File: src/rtl/hazard_scoreboard_pkg.sv
// Shared types and constants for the ID/EX hazard unit: forwarding-select encoding
// and default register index width.
package hazard_scoreboard_pkg;

  localparam int unsigned REG_ID_W_DEFAULT = 5;
  localparam int unsigned FWD_SEL_W        = 2;

  typedef enum logic [FWD_SEL_W-1:0] {
    FWD_RF  = 2'd0,
    FWD_EX  = 2'd1,
    FWD_MEM = 2'd2,
    FWD_WB  = 2'd3
  } fwd_sel_e;

endpackage

File: src/rtl/hazard_scoreboard_fwd_match.sv
// One source operand's priority comparator against EX/MEM/WB destinations;
// also flags a load-use hazard when the youngest match is a load in EX.
module fwd_match
  import hazard_scoreboard_pkg::*;
#(
  parameter int unsigned REG_ID_W = REG_ID_W_DEFAULT
) (
  input  logic                 rs_used,
  input  logic [REG_ID_W-1:0]  rs,
  input  logic                 ex_valid,
  input  logic                 ex_wen,
  input  logic                 ex_is_load,
  input  logic [REG_ID_W-1:0]  ex_rd,
  input  logic                 mem_valid,
  input  logic                 mem_wen,
  input  logic [REG_ID_W-1:0]  mem_rd,
  input  logic                 wb_valid,
  input  logic                 wb_wen,
  input  logic [REG_ID_W-1:0]  wb_rd,
  output logic [FWD_SEL_W-1:0] sel,
  output logic                 load_use
);

  logic     rs_live;
  logic     hit_ex;
  logic     hit_mem;
  logic     hit_wb;
  fwd_sel_e sel_e;

  // x0 is hardwired zero: it never forwards and never stalls
  assign rs_live = rs_used && (rs != '0);
  assign hit_ex  = rs_live && ex_valid  && ex_wen  && (rs == ex_rd);
  assign hit_mem = rs_live && mem_valid && mem_wen && (rs == mem_rd);
  assign hit_wb  = rs_live && wb_valid  && wb_wen  && (rs == wb_rd);

  always_comb begin
    sel_e = FWD_RF;
    if (hit_ex)       sel_e = FWD_EX;
    else if (hit_mem) sel_e = FWD_MEM;
    else if (hit_wb)  sel_e = FWD_WB;
  end

  assign sel      = sel_e;
  assign load_use = hit_ex && ex_is_load;

endmodule

File: src/rtl/hazard_scoreboard.sv
// ID-stage hazard unit: per-operand forwarding selects, load-use detection, MDU
// register scoreboard (RAW/WAW/structural), stall perf counter and stall watchdog.
module hazard_scoreboard
  import hazard_scoreboard_pkg::*;
#(
  parameter int unsigned REG_ID_W      = REG_ID_W_DEFAULT,
  parameter int unsigned NUM_RS        = 2,
  parameter int unsigned PERF_W        = 32,
  parameter int unsigned STALL_TIMEOUT = 1024
) (
  input  logic                         clk,
  input  logic                         rst,
  input  logic                         id_valid,
  input  logic [NUM_RS*REG_ID_W-1:0]   id_rs,
  input  logic [NUM_RS-1:0]            id_rs_used,
  input  logic [REG_ID_W-1:0]          id_rd,
  input  logic                         id_rd_wen,
  input  logic                         id_is_mdu,
  input  logic                         ex_valid,
  input  logic                         ex_wen,
  input  logic                         ex_is_load,
  input  logic [REG_ID_W-1:0]          ex_rd,
  input  logic                         mem_valid,
  input  logic                         mem_wen,
  input  logic [REG_ID_W-1:0]          mem_rd,
  input  logic                         wb_valid,
  input  logic                         wb_wen,
  input  logic [REG_ID_W-1:0]          wb_rd,
  input  logic                         mdu_wb_valid,
  input  logic [REG_ID_W-1:0]          mdu_wb_rd,
  output logic [NUM_RS*FWD_SEL_W-1:0]  fwd_sel,
  output logic                         stall,
  output logic [PERF_W-1:0]            stall_cycles,
  output logic                         hazard_timeout
);

  localparam int unsigned NUM_REGS = 1 << REG_ID_W;
  localparam int unsigned CONSEC_W = $clog2(STALL_TIMEOUT + 1);

  logic [NUM_REGS-1:0] busy;
  logic [NUM_REGS-1:0] busy_nxt;
  logic                mdu_busy;
  logic [CONSEC_W-1:0] consec;
  logic [NUM_RS-1:0]   load_use_vec;
  logic [NUM_RS-1:0]   raw_vec;
  logic                waw;
  logic                structural;
  logic                issue;
  logic                issue_sets_rd;

  for (genvar g = 0; g < NUM_RS; g++) begin : g_rs
    fwd_match #(.REG_ID_W(REG_ID_W)) u_fwd_match (
      .rs_used    (id_rs_used[g]),
      .rs         (id_rs[g*REG_ID_W +: REG_ID_W]),
      .ex_valid   (ex_valid),
      .ex_wen     (ex_wen),
      .ex_is_load (ex_is_load),
      .ex_rd      (ex_rd),
      .mem_valid  (mem_valid),
      .mem_wen    (mem_wen),
      .mem_rd     (mem_rd),
      .wb_valid   (wb_valid),
      .wb_wen     (wb_wen),
      .wb_rd      (wb_rd),
      .sel        (fwd_sel[g*FWD_SEL_W +: FWD_SEL_W]),
      .load_use   (load_use_vec[g])
    );
    // busy[0] is never set, so x0 cannot raise a RAW stall
    assign raw_vec[g] = id_rs_used[g] && busy[id_rs[g*REG_ID_W +: REG_ID_W]];
  end

  assign waw           = id_rd_wen && (id_rd != '0) && busy[id_rd];
  assign structural    = id_is_mdu && mdu_busy;
  assign stall         = id_valid && ((|load_use_vec) || (|raw_vec) || waw || structural);
  assign issue         = id_valid && !stall && id_is_mdu;
  assign issue_sets_rd = issue && id_rd_wen && (id_rd != '0);

  // Issue set is applied after the writeback clear so it wins on a shared index
  always_comb begin
    busy_nxt = busy;
    if (mdu_wb_valid)  busy_nxt[mdu_wb_rd] = 1'b0;
    if (issue_sets_rd) busy_nxt[id_rd]     = 1'b1;
  end

  always_ff @(posedge clk or posedge rst) begin
    if (rst) begin
      busy     <= '0;
      mdu_busy <= 1'b0;
    end else begin
      busy <= busy_nxt;
      if (issue)             mdu_busy <= 1'b1;
      else if (mdu_wb_valid) mdu_busy <= 1'b0;
    end
  end

  always_ff @(posedge clk or posedge rst) begin
    if (rst) begin
      stall_cycles   <= '0;
      consec         <= '0;
      hazard_timeout <= 1'b0;
    end else begin
      if (stall && (stall_cycles != '1)) stall_cycles <= stall_cycles + PERF_W'(1);
      if (!stall) begin
        consec <= '0;
      end else if (consec != CONSEC_W'(STALL_TIMEOUT)) begin
        consec <= consec + CONSEC_W'(1);
        if (consec == CONSEC_W'(STALL_TIMEOUT - 1)) hazard_timeout <= 1'b1;
      end
    end
  end

endmodule

File: config.mk
export PLATFORM = sky130hd
export DESIGN_NAME = hazard_scoreboard
export DESIGN_NICKNAME = d
export VERILOG_FILES = /design/src/rtl/hazard_scoreboard_pkg.sv /design/src/rtl/hazard_scoreboard_fwd_match.sv /design/src/rtl/hazard_scoreboard.sv
export SDC_FILE = /design/constraint.sdc
export NUM_CORES = 1
export LEC_CHECK = 0
export CAP_MARGIN = 30
export CORE_UTILIZATION = 40
export DETAILED_ROUTE_END_ITERATION = 6
export REMOVE_ABC_BUFFERS = 1
export SLEW_MARGIN = 20
export SYNTH_ARGS = -nofsm -noshare
export SYNTH_HDL_FRONTEND = slang
export SYNTH_HIERARCHICAL = 1
export SYNTH_SLANG_ARGS = --single-unit
export TNS_END_PERCENT = 100
File: constraint.sdc
create_clock -name clk -period 6.26 [get_ports clk]
set_input_delay 1.252 -clock clk [delete_from_list [all_inputs] [get_ports clk]]
set_output_delay 1.252 -clock clk [all_outputs]
set_load 0.02 [all_outputs]
### Yosys cells after proc, flatten, opt, wreduce, memory -nomap -nowiden

Index checks and enable logic that the tools add are counted.

| word-level totals | value |
|---|---|
| flip-flop bits (word level) | 77 |
| input port bits | 50 |
| output and inout bits | 38 |
| word-level logic and storage cells | 94 |

| cells by class | value |
|---|---|
| add/sub/neg operators | 2 |
| order comparisons | 6 |
| eq/ne operators | 10 |
| mux-type cells | 22 |
| bitwise logic cells | 3 |
| reduce and logical (&&, ||, !) cells | 46 |

Operators with widths:

| operator | number |
|---|---|
| $mux 32 | 2 |
| $logic_and 1x1->1 | 35 |
| $add 32x1->32 const B | 1 |
| $and 32x32->32 | 1 |
| $ne 32x32->1 const B | 1 |
| $not 32->32 | 1 |
| $or 32x32->32 | 1 |
| $eq 5x5->1 | 6 |
| $lt 5x6->1 const B | 4 |
| $mux 11 | 2 |
| $bmux 1 s5 | 3 |
| $reduce_bool 5->1 | 3 |
| $mux 2 | 6 |
| $add 11x1->11 const B | 1 |
| $eq 11x10->1 const B | 1 |
| $ne 11x11->1 const B | 1 |
| $demux 1 s5 | 2 |
| $ge 5x1->1 const B | 2 |
| $mux 1 | 7 |
| $reduce_or 2->1 | 2 |
| $logic_or 1x1->1 | 3 |
| $reduce_and 3->1 | 1 |
| $ne 2x1->1 const B | 1 |
| $reduce_bool 2->1 | 1 |
| $logic_not 1->1 | 1 |

### Longest topological paths before layout

Gate-level depths: netlist (run 1).

| logic depth | value |
|---|---|
| word-level depth | 17 |
| depth in mapped cells | 9 |
| gate-level depth less buffers | 8 |

### Cells and area by module

The synthesis (run 1) kept the hierarchy.

By module, submodules not included:

| module | instances | cells an instance | area an instance (µm²) | seq. area each (µm²) |
|---|---|---|---|---|
| hazard_scoreboard | 1 | 436 | 4,505.6 | 1,926.8 |
| fwd_match | 2 | 30 | 227.7 | 0.0 |

### Least setup slack after synthesis (run 1)

Ideal clock, no wire load.

| path | value |
|---|---|
| kind | input to output |
| start | input port id_rs[6] |
| end | output port stall |
| arrival time | 3,447 ps |
| required time | 5,008 ps |
| slack | 1,561 ps |
| cell stages on the path | 9 |
| buffers on the path | 2 |
| cells stage by stage | or4_1 -> o21ai_2 -> nor3_1 -> and2_1 -> a211o_1 -> o41ai_4 -> buf_6 -> buf_4 -> inv_1 |

| on the way | value |
|---|---|
| cells in the longest elaborated chain, start to end | 11 |
| elaborated cells on any way between the ends | 16 |
| those cells by class | eq/ne: 1; mux: 2; reduce/logical: 13 |

Ends and longest elaborated chain:

| what | RTL line | RTL |
|---|---|---|
| start, declared | hazard_scoreboard.sv:14 | `input logic [NUM_RS*REG_ID_W-1:0] id_rs,` |
| $reduce_bool 5->1 | hazard_scoreboard_fwd_match.sv:31 | `assign rs_live = rs_used && (rs != '0);` |
| $logic_and 1x1->1 | hazard_scoreboard_fwd_match.sv:31 |  |
| $logic_and 1x1->1 (2 in series) | hazard_scoreboard_fwd_match.sv:32 | `assign hit_ex = rs_live && ex_valid && ex_wen && (rs == ex_rd);` |
| $logic_and 1x1->1 (*) | hazard_scoreboard_fwd_match.sv:32 |  |
| $logic_and 1x1->1 (*) | hazard_scoreboard_fwd_match.sv:44 | `assign load_use = hit_ex && ex_is_load;` |
| via load_use_vec[1] | hazard_scoreboard.sv:44 | `logic [NUM_RS-1:0] load_use_vec;` |
| $reduce_or 2->1 (*) | hazard_scoreboard.sv:74 | `assign stall = id_valid && ((\|load_use_vec) \|\| (\|raw_vec) \|\| waw \|\| structural);` |
| $logic_or 1x1->1 (*) (3 in series) | hazard_scoreboard.sv:74 |  |
| $logic_and 1x1->1 (*) | hazard_scoreboard.sv:74 |  |
| end, declared | hazard_scoreboard.sv:32 | `output logic stall,` |

The timed path passes the listed nets; every way through them passes the cells marked *. The select of a mux whose other input is x is not followed.

### Final worst setup path (run 1)

| path | value |
|---|---|
| start | input port id_rs[1] |
| end | output port stall |

Same word-level chain as after synthesis.

==> parameters.txt, run 1 <==
Parameter                              Value

Worst setup path
  Data arrival, critical path ... 4.49 ns
  FF-to-FF setup slack ... 3.23 ns
  List of cells traversed by the critical path ... clkdlybuf4s50_1 -> or4_1 -> o21ai_2 -> nor3_1 -> and2_1 -> a211o_1 -> o41ai_4 -> inv_1 -> clkdlybuf4s50_1
  Worst reg2reg path endpoint ... stall_cycles[1]$_DFFE_PP0P_
  Buf/Inv on CP ... 3
  Largest fanout on the critical path ... 12
  Slowest library cell on the worst path ... sky130_fd_sc_hd__clkdlybuf4s50_1
  Type of element launching the critical path ... primary input
  Kind of cell adding the most delay to the critical path ... buffers and inverters
  Worst Path Required ... between 5 and 6 ns
  Start-to-end type of the worst setup path ... in -> out
  Logic depth of the worst register-to-register path ... 8
  Max incr delay on CP ... between 0.7 and 0.8 ns
  Worst setup EP type ... primary output
  Top cell by count, worst path ... sky130_fd_sc_hd__clkdlybuf4s50_1
  Beginning of the worst register-to-register path ... busy[5]$_DFF_PP0_

Clocking
  Clock Tree Buf Depth ... 2
  Buffer count from post-CTS setup fixing ... 0
  Number of clock buffers inserted by TritonCTS ... 9
  Clock sinks ... just under 80
  Clock tree from TritonCTS ... done
  Number of buffers added to fix hold violations after cts ... 0
  Cells resized by post-CTS repair ... 0
  Max H-tree Level ... 3
  Clock-pin transition on the worst setup and hold timing paths ... 0.06 ns
  Insertion delay to the later sink of the worst-skew pair ... approximately 0.34 ns
  CTS Root Buffer Type ... sky130_fd_sc_hd__clkbuf_16

Timing
  Number of slew-limit violations in the final report ... 0
  Setup_tns ... 0 ns
  Endpoints failing hold ... 0
  Portion of the clock cycle consumed by the worst path in the final layout ... 0.918
  Setup repair after global routing missed its margin ... false
  Final Skew ... approximately 0.012 ns
  Slew of the pin with the lowest slew margin ... around 0.63 ns
  Setup Viol. Count Final ... 0
  Highest clock frequency the design can meet ... between 150 and 200 MHz
  Minimum clock period after layout ... 5.74 ns
  Worst slew margin ... 0.581

Routing
  Total via count in the routed design ... roughly 4300
  Drc violations ... 0
  Post-route antenna net violation count ... 0
  Number of DRC markers in iteration 0 ... approximately 280
  Post-detailed-route via-to-cell ratio ... 5.65
  Post-Route WL ... approximately 14000 microns
  Wire length per cell ... about 18 microns
  Detailed-router iteration count before antenna repair ... 6

Synthesis
  Area fraction in compound gates after synthesis ... 0.110
  Synthesized-area fraction occupied by xor and xnor cells ... 0.125
  Async S/R FF share, synth ... 1.00
  Post-synth top area share ... 0.388
  Number of standard cells after synthesis ... 496
  Top FF cell, synth ... sky130_fd_sc_hd__dfrtp_1
  Synth area leader ... sky130_fd_sc_hd__dfrtp_1
  Sequential element share of the synthesized area ... 0.388
  Simple logic cell fraction of the synthesized area ... 0.211
  Main combinational cell family by area after synthesis ... simple AND/OR/NAND/NOR gates
  Multiplexer area fraction after synthesis ... 0.126
  Syn avg cell area ... between 10 and 15 sq um
  Cell Area, Synth ... slightly below 5000 sq um
  Synth area leaders ... sky130_fd_sc_hd__dfrtp_1, sky130_fd_sc_hd__xor2_1, sky130_fd_sc_hd__o21ai_0
  Synthesis-stage register bit count ... 77
  Count of different cell masters after synthesis ... 52
  Fraction of the mapped netlist area in adder cells ... 0.00757
  EDFF count, synth ... 0
  Number of warning messages in the yosys log ... 6

Place
  Total half-perimeter wirelength after legalization and detailed placement ... a little under 10000 microns
  Input/output buffers ... slightly below 90
  Final weighted congestion in routability-driven placement ... 0.863

Layout
  Count of inserted antenna diode cells ... 0
  Most common library cell in the layout ignoring fill and taps ... sky130_fd_sc_hd__clkdlybuf4s50_1
  Fin nets ... 639
  Fillers ... between 1000 and 1500
  Multi-input gate area in the final layout ... about 2900 sq um
  Area added between synthesis and finish ... 27.0%
  Commonest cells after routing, fill and taps aside ... sky130_fd_sc_hd__clkdlybuf4s50_1, sky130_fd_sc_hd__dfrtp_1, sky130_fd_sc_hd__o21ai_0, sky130_fd_sc_hd__xor2_1, sky130_fd_sc_hd__xnor2_1
  Reg area ... 1930 sq um
  Proportion of layout cells with a drive suffix above 1 ... 0.0778

GRT
  M2 GR Usage ... 0.352
  Grt met1 use ... 0.300
  Residual overflow from global routing ... 0
  Global-route total usage across every layer ... 0.221
  Initial antenna violation count ... 0
  Routing usage on met3 ... 0.0466
  First-pass GRT wire length ... about 22000 microns
  Largest net degree at the start of global routing ... 78
  Busiest layer in global routing ... met2
  Vias in the first global route ... approximately 4200

Power
  Leakage dissipation ... about 2.6 nW
  Power consumption ... between 1 and 1.5 mW
  Maximum resistive drop on vdd ... roughly 0.17 mV
  Pwr dens ... between 200 and 250 nW/um^2

Worst hold path
  Hold path start ... hazard_timeout$_DFFE_PP0P_
  Hold Path End ... hazard_timeout$_DFFE_PP0P_
  Kind of path behind the tightest hold check ... reg -> reg
  Hold depth ... 2

Floorplanning
  Placement Rows ... 40
  Die H ... roughly 110 microns
  Core Area ... around 12000 sq um
  Number of top-level pins ... approximately 90
  Area of the die ... approximately 13000 sq um
  Initial Utilization ... 0.411
  Die X-Extent ... around 110 microns

Flow run
  Maximum Capacitance Violations ... 0

Run status
  Status ... finished, final reports clean
[power breakdown]
part | switching (mW) | internal [mW] | total (mW)
registers | 0.0586 | 0.544 | 0.603
clock network | 0.202 | 0.309 | 0.512
logic | 0.158 | 0.155 | 0.312
total | 0.418 | 1.01 | 1.43
[final cells by class]
type,count,share of cell area
multi-input combinational,389,0.457
sequential,77,0.306
timing repair buffer,95,0.150
clock buffer,11,0.0369
tap,168,0.0334
clock inverter,5,0.00933
inverter,14,0.00834
[synth_stat cells (3+ instances only)]
library cell,n
sky130_fd_sc_hd__dfrtp_1,77
sky130_fd_sc_hd__o21ai_0,64
sky130_fd_sc_hd__xor2_1,37
sky130_fd_sc_hd__xnor2_1,34
sky130_fd_sc_hd__mux2i_1,29
sky130_fd_sc_hd__nand3_1,27
sky130_fd_sc_hd__nand2_1,23
sky130_fd_sc_hd__nor2_1,19
sky130_fd_sc_hd__nor3_1,16
sky130_fd_sc_hd__nor4_1,16
sky130_fd_sc_hd__inv_1,14
sky130_fd_sc_hd__nand4_1,12
sky130_fd_sc_hd__and3_1,11
sky130_fd_sc_hd__nand3b_1,11
sky130_fd_sc_hd__nand2b_1,10
sky130_fd_sc_hd__o22ai_1,9
sky130_fd_sc_hd__mux4_1,8
sky130_fd_sc_hd__buf_2,6
sky130_fd_sc_hd__and2_1,5
sky130_fd_sc_hd__nor3b_1,5
sky130_fd_sc_hd__or3b_2,5
sky130_fd_sc_hd__and4_1,4
sky130_fd_sc_hd__buf_6,4
sky130_fd_sc_hd__mux4_2,4
sky130_fd_sc_hd__a21oi_1,3
sky130_fd_sc_hd__clkbuf_1,3
sky130_fd_sc_hd__ha_1,3
sky130_fd_sc_hd__nor2b_1,3
sky130_fd_sc_hd__or3_1,3
[sequential cells by signal (all words and copies together), names as in the netlist]
register and count:
hazard_timeout 1, busy 32, consec 11, stall_cycles 32, mdu_busy 1
[routing by layer]
metal	wire, microns	up-vias
met5	0	-
met4	215	0
met3	842	18
met2	6430	156
met1	6290	2101
li1	-	2013
[cells by family (layout without fill, tap and decap cells)]
group | count (synthesis) | in the layout
AOI/OAI and AO/OA | 91 | 91
adders and majority gates | 3 | 3
and+or+nand+nor | 180 | 180
xor gates and xnor gates | 71 | 71
buffers and inverters | 30 | 125
muxes | 44 | 44
DFF | 77 | 77
[worst max-delay path by stage]
| stage | from | to | slack [ns] | cells after the start |
|---|---|---|---|---|
| after global routing | id_rs[1] | stall | 0.34 | 9 |
| after detailed placement | id_rs[1] | stall | 0.52 | 9 |
| after CTS | id_rs[1] | stall | 0.50 | 9 |
| after floorplan | id_rs[6] | stall | 0.93 | 7 |
| after global placement | id_rs[1] | stall | 0.54 | 8 |
| final | id_rs[1] | stall | 0.52 | 9 |
[tightest hold or removal path, stage by stage (launching register included)]
cell                      delay (ns)
sky130_fd_sc_hd__dfrtp_1        0.35
sky130_fd_sc_hd__inv_1          0.04
sky130_fd_sc_hd__o41ai_1        0.05
[per-stage QoR]
stage	instance area (sq um)	std cells	utilization	hold WS, ns	worst slack (ns)
after floorplan	4860	480	-	0.475	0.929
after global placement	5990	742	0.497	0.458	0.543
after detailed placement	5990	742	0.497	0.456	0.515
after CTS	6280	758	0.521	0.472	0.500
after global routing	6300	759	0.522	0.520	0.344
final	6300	759	0.522	0.468	0.516
No activity file was read; power rests on OpenSTA's default activity.
==> inputs of run 2 (changes only) <==
ABC_CLOCK_PERIOD_IN_PS = 6260   (was not set)
REMOVE_ABC_BUFFERS = not set   (was 1)
==> parameters.txt, run 2 (synthesis results as in run 1) <==
Parameter                              Value

GRT
  Initial antenna violation count ... 0
  First-pass GRT wire length ... between 20000 and 25000 microns
  Residual overflow from global routing ... 0
  Vias in the first global route ... 4179
  Global-route total usage across every layer ... 0.222
  Largest net degree at the start of global routing ... 78

Clocking
  Number of clock buffers inserted by TritonCTS ... 9
  Clock sinks ... 77
  CTS Root Buffer Type ... sky130_fd_sc_hd__clkbuf_16
  Insertion delay to the later sink of the worst-skew pair ... 0.34 ns
  Buffer count from post-CTS setup fixing ... 0
  Clock tree from TritonCTS ... done
  Clock Tree Buf Depth ... 2
  Clock-pin transition on the worst setup and hold timing paths ... ~0.060 ns
  Cells resized by post-CTS repair ... 0
  Max H-tree Level ... 3
  Number of buffers added to fix hold violations after cts ... 0

Worst setup path
  Worst reg2reg path endpoint ... stall_cycles[1]$_DFFE_PP0P_
  FF-to-FF setup slack ... about 3.3 ns
  Max incr delay on CP ... 0.66 ns
  Count of cell instances traversed by the critical path ... 9
  Slowest library cell on the worst path ... sky130_fd_sc_hd__clkdlybuf4s50_1
  Data arrival, critical path ... 4.39 ns
  List of cells traversed by the critical path ... clkdlybuf4s50_1 -> or4_1 -> o21ai_2 -> nor3_1 -> and2_1 -> a211o_1 -> o41ai_4 -> inv_1 -> clkdlybuf4s50_1
  Capture point of the worst path ... stall
  Logic depth of the worst register-to-register path ... 8
  Beginning of the worst register-to-register path ... busy[13]$_DFF_PP0_
  Worst setup startpoint ... id_rs[1]
  Worst Path Required ... ~5 ns
  Largest fanout on the critical path ... 10
  Start-to-end type of the worst setup path ... in -> out
  Kind of cell adding the most delay to the critical path ... buffers and inverters
  Type of element launching the critical path ... primary input
  Top cell by count, worst path ... sky130_fd_sc_hd__clkdlybuf4s50_1
  Buf/Inv on CP ... 3
  Worst setup EP type ... primary output

Layout
  Area added between synthesis and finish ... 27.0%
  Commonest cells after routing, fill and taps aside ... sky130_fd_sc_hd__clkdlybuf4s50_1, sky130_fd_sc_hd__dfrtp_1, sky130_fd_sc_hd__o21ai_0, sky130_fd_sc_hd__xor2_1, sky130_fd_sc_hd__xnor2_1
  Final core occ ... 0.523
  Proportion of layout cells with a drive suffix above 1 ... 0.0826
  Count of inserted antenna diode cells ... 0
  Most common library cell in the layout ignoring fill and taps ... sky130_fd_sc_hd__clkdlybuf4s50_1
  Fin nets ... ~640
  Biggest regs ... busy: 32 flops, stall_cycles: 32 flops, consec: 11 flops
  Final non-filler cell area ... approximately 6300 sq um

Timing
  Setup slack of the critical path after layout ... between 0.6 and 0.7 ns
  Number of slew-limit violations in the final report ... 0
  Slew of the pin with the lowest slew margin ... ~0.63 ns
  Setup Viol. Count Final ... 0
  Final Skew ... between 0.006 and 0.007 ns
  Setup_tns ... 0 ns
  Minimum clock period after layout ... 5.64 ns
  Endpoints failing hold ... 0
  Worst slew margin ... 0.578
  Setup repair after global routing missed its margin ... false
  Portion of the clock cycle consumed by the worst path in the final layout ... 0.901
  Highest clock frequency the design can meet ... around 180 MHz

Power
  Leakage dissipation ... 2.66 nW
  Power consumption ... between 1 and 1.5 mW
  Pwr dens ... 222 nW/um^2
  Maximum resistive drop on vdd ... 0.162 mV

Routing
  Drc violations ... 0
  Post-detailed-route via-to-cell ratio ... around 5.6
  Post-route antenna net violation count ... 0
  Total via count in the routed design ... approximately 4300
  Number of DRC markers in iteration 0 ... 340
  Post-Route WL ... 13500 microns
  Wire length per cell ... around 18 microns
  Detailed-router iteration count before antenna repair ... 5

Worst hold path
  Hold depth ... 2
  Kind of path behind the tightest hold check ... reg -> reg

Run status
  Status ... finished, final reports clean

Place
  Area post-placement ... 6000 sq um
  Input/output buffers ... 87
  Placement-stage worst setup slack ... about 0.64 ns
  Total half-perimeter wirelength after legalization and detailed placement ... around 9900 microns
  Final weighted congestion in routability-driven placement ... between 0.8 and 0.9

Floorplanning
  Placement Rows ... 40
  Initial Utilization ... 0.411
  Core Area ... 12100 sq um
  Area of the die ... 12900 sq um
  Number of top-level pins ... 88
  Die H ... approximately 110 microns
  Die X-Extent ... 113 microns

Flow run
  Maximum Capacitance Violations ... 0

Synthesis
  Net count of the mapped netlist ... about 550
-- run 2: worst min-delay path by stage --
stage,startpoint,to,slack [ns]
3_5_place_dp,hazard_timeout$_DFFE_PP0P_,hazard_timeout$_DFFE_PP0P_,0.46
3_3_place_gp,hazard_timeout$_DFFE_PP0P_,hazard_timeout$_DFFE_PP0P_,0.46
2_1_floorplan,consec[10]$_DFFE_PP0P_,hazard_timeout$_DFFE_PP0P_,0.48
6_report,hazard_timeout$_DFFE_PP0P_,hazard_timeout$_DFFE_PP0P_,0.47
5_1_grt,hazard_timeout$_DFFE_PP0P_,hazard_timeout$_DFFE_PP0P_,0.51
4_1_cts,hazard_timeout$_DFFE_PP0P_,hazard_timeout$_DFFE_PP0P_,0.48
-- run 2: area by class of cell --
| class | count | area [sq um] |
|---|---|---|
| flip-flops and latches | 77 | 1930 |
| clock buffers | 11 | 243 |
| repair buffers | 97 | 958 |
| clock inverters | 5 | 35.0 |
| inverters | 14 | 52.6 |
| multi-input cells | 389 | 2880 |
| well taps | 168 | 210 |
| fillers | 1109 | 5760 |
-- run 2: per-stage QoR --
step	cells	hold WS, ns
floorplan	496	0.475
global placement	744	0.455
detailed placement	744	0.457
CTS	760	0.476
global route	761	0.509
finish	761	0.469
-- run 2: where the power goes --
| group | switching [mW] | internal (mW) |
|---|---|---|
| Combinational | 0.157 | 0.155 |
| Clock | 0.202 | 0.280 |
| Sequential | 0.0571 | 0.544 |
| Total | 0.417 | 0.979 |
-- run 2: metal layers --
| layer | share of wire | vias up | track usage |
|---|---|---|---|
| met5 | 0 | - | 0 |
| met4 | 0.018 | 0 | 0.0728 |
| met3 | 0.062 | 18 | 0.0514 |
| met2 | 0.46 | 153 | 0.350 |
| met1 | 0.46 | 2070 | 0.303 |
| li1 | - | 2011 | - |
-- run 2: worst min-delay path: cells and delay by family (launching register included) --
kind | cells | cell delay, ns
flip-flops | 1 | 0.35
buffers and inverters | 1 | 0.04
AO/OA/AOI/OAI | 1 | 0.05
==> inputs of run 3 (changes only) <==
CORE_UTILIZATION = 58   (was 40)
PLACE_DENSITY = 0.87   (was not set)
==> parameters.txt, run 3 (synthesis results as in run 1) <==
Parameter                              Value

Power
  Share of total power in the clock network ... 0.316
  Power consumption ... around 1.3 mW
  Switching share of total power ... 0.308
  Leakage dissipation ... between 2 and 3 nW
  Switch Pwr ... between 0.4 and 0.5 mW
  Sequential cell fraction of total power ... 0.449
  Maximum resistive drop on vdd ... around 0.18 mV
  Internal power of the cells ... between 0.9 and 1 mW
  Pwr dens ... approximately 220 nW/um^2
  Share of total power in combinational logic ... 0.235

Worst setup path
  Start-to-end type of the worst setup path ... in -> out
  List of cells traversed by the critical path ... clkdlybuf4s50_1 -> or4_1 -> o21ai_2 -> nor3_1 -> and2_1 -> a211o_1 -> o41ai_4 -> inv_1 -> clkdlybuf4s50_1
  Kind of cell adding the most delay to the critical path ... buffers and inverters
  Buf/Inv on CP ... 3
  Type of element launching the critical path ... primary input
  Top cell by count, worst path ... sky130_fd_sc_hd__clkdlybuf4s50_1
  Max incr delay on CP ... roughly 0.7 ns
  Slowest library cell on the worst path ... sky130_fd_sc_hd__clkdlybuf4s50_1
  Worst Path Required ... between 5 and 6 ns
  Data arrival, critical path ... 4.45 ns
  Largest fanout on the critical path ... 12
  Worst setup EP type ... primary output

Clocking
  Clock Tree Buf Depth ... 2
  Number of clock buffers inserted by TritonCTS ... 9
  Number of buffers added to fix hold violations after cts ... 0
  CTS Root Buffer Type ... sky130_fd_sc_hd__clkbuf_8
  Clock sinks ... 77
  Buffer count from post-CTS setup fixing ... 0
  Cells resized by post-CTS repair ... 0
  Insertion delay to the later sink of the worst-skew pair ... 0.36 ns
  Clock-pin transition on the worst setup and hold timing paths ... around 0.08 ns
  Clock tree from TritonCTS ... done
  Max H-tree Level ... 3

Timing
  Endpoints failing hold ... 0
  Setup_tns ... 0 ns
  Smallest hold slack ... 0.485 ns
  Number of slew-limit violations in the final report ... 0
  Worst slew margin ... 0.427
  Highest clock frequency the design can meet ... roughly 180 MHz
  Portion of the clock cycle consumed by the worst path in the final layout ... 0.911
  Final Skew ... 0.0164 ns
  Slew of the pin with the lowest slew margin ... 0.857 ns
  Setup Viol. Count Final ... 0
  Setup repair after global routing missed its margin ... false
  Minimum clock period after layout ... between 5 and 6 ns

Floorplanning
  Die H ... around 94 microns
  Core Area ... approximately 8300 sq um
  Initial Utilization ... 0.601
  Area of the die ... a little under 9000 sq um
  Die X-Extent ... between 90 and 100 microns
  Placement Rows ... 33
  Number of top-level pins ... 88

Layout
  Final non-filler cell area ... 6180 sq um
  Biggest regs ... busy: 32 flops, stall_cycles: 32 flops, consec: 11 flops
  Non-filler instance count after layout ... roughly 700
  Fin nets ... between 600 and 700
  Count of inserted antenna diode cells ... 0
  Commonest cells after routing, fill and taps aside ... sky130_fd_sc_hd__clkdlybuf4s50_1, sky130_fd_sc_hd__dfrtp_1, sky130_fd_sc_hd__o21ai_0, sky130_fd_sc_hd__xor2_1, sky130_fd_sc_hd__xnor2_1
  Area added between synthesis and finish ... 24.6%
  Most common library cell in the layout ignoring fill and taps ... sky130_fd_sc_hd__clkdlybuf4s50_1
  Proportion of layout cells with a drive suffix above 1 ... 0.0842

Place
  Input/output buffers ... 87
  Total half-perimeter wirelength after legalization and detailed placement ... around 9700 microns
  Cell count after placement ... slightly below 700
  Area post-placement ... between 5000 and 6000 sq um
  Final weighted congestion in routability-driven placement ... approximately 0.89

Routing
  Detailed-router iteration count before antenna repair ... 6
  Post-detailed-route via-to-cell ratio ... between 6 and 7
  Number of DRC markers in iteration 0 ... 419
  Wire length per cell ... 19.4 microns
  Drc violations ... 0
  Post-route antenna net violation count ... 0
  Total via count in the routed design ... ~4500
  Post-Route WL ... ~14000 microns

GRT
  Initial antenna violation count ... 0
  Largest net degree at the start of global routing ... 78
  Global-route total usage across every layer ... 0.316
  First-pass GRT wire length ... roughly 22000 microns
  Vias in the first global route ... approximately 4300
  Residual overflow from global routing ... 0

Worst hold path
  Kind of path behind the tightest hold check ... reg -> reg

Synthesis
  Net count of the mapped netlist ... between 500 and 600

Run status
  Status ... finished, final reports clean

Flow run
  Maximum Capacitance Violations ... 0
run 3: cell types whose count changed in the layout (fill, tap and decap cells not counted), moves of 2 or more:
cell | before | now
sky130_fd_sc_hd__clkbuf_16 | 9 | 0
sky130_fd_sc_hd__clkbuf_8 | 1 | 9
sky130_fd_sc_hd__bufinv_16 | 0 | 2
sky130_fd_sc_hd__clkinv_2 | 2 | 0
run 3: cell type report:
class / count / area (sq um)
sequential: 77 / 1930
multi-input combinational: 389 / 2880
clock buffer: 10 / 128
timing repair buffer: 98 / 973
tap: 105 / 131
fill: 566 / 2070
inverter: 14 / 52.6
clock inverter: 6 / 95.1
run 3: worst min-delay path, delay by kind of cell (launching register included):
family | cells | cell delay, ns
AO/OA/AOI/OAI | 1 | 0.05
buffers and inverters | 1 | 0.04
flip-flops | 1 | 0.36
run 3: routing by layer:
metal,track usage,vias up,wire [microns]
li1,-,2016,-
met1,0.421,2175,5640
met2,0.513,269,6310
met3,0.0620,39,1220
met4,0.117,0,391
met5,0,-,0
run 3: worst paths after layout:
path / from / end / slack [ns] / cells past startpoint
worst max register to register: busy[3]$_DFF_PP0_ / stall_cycles[1]$_DFFE_PP0P_ / 3.31 / 8
min in group asynchronous: rst / stall_cycles[26]$_DFFE_PP0P_ / 1.26 / 3
worst max-delay path: id_rs[1] / stall / 0.56 / 9
max in group asynchronous: rst / busy[16]$_DFF_PP0_ / 4.41 / 4
worst min-delay path: hazard_timeout$_DFFE_PP0P_ / hazard_timeout$_DFFE_PP0P_ / 0.48 / 2
worst min register to register: hazard_timeout$_DFFE_PP0P_ / hazard_timeout$_DFFE_PP0P_ / 0.48 / 2
run 3: power by group through the flow:
stage                     Sequential [mW]  Clock (mW)  Combinational (mW)
after floorplan                     0.621           0               0.153
after global placement              0.606           0               0.300
after detailed placement            0.609           0               0.310
after CTS                           0.600       0.427               0.312
after global routing                0.609       0.448               0.341
final                               0.603       0.425               0.316
run 3: metrics by stage:
stage / setup slack (ns) / util
final: 0.557 / 0.749
after global placement: 0.642 / 0.718
after floorplan: 1.56 / -
after CTS: 0.569 / 0.745
after global routing: 0.395 / 0.749
after detailed placement: 0.564 / 0.718
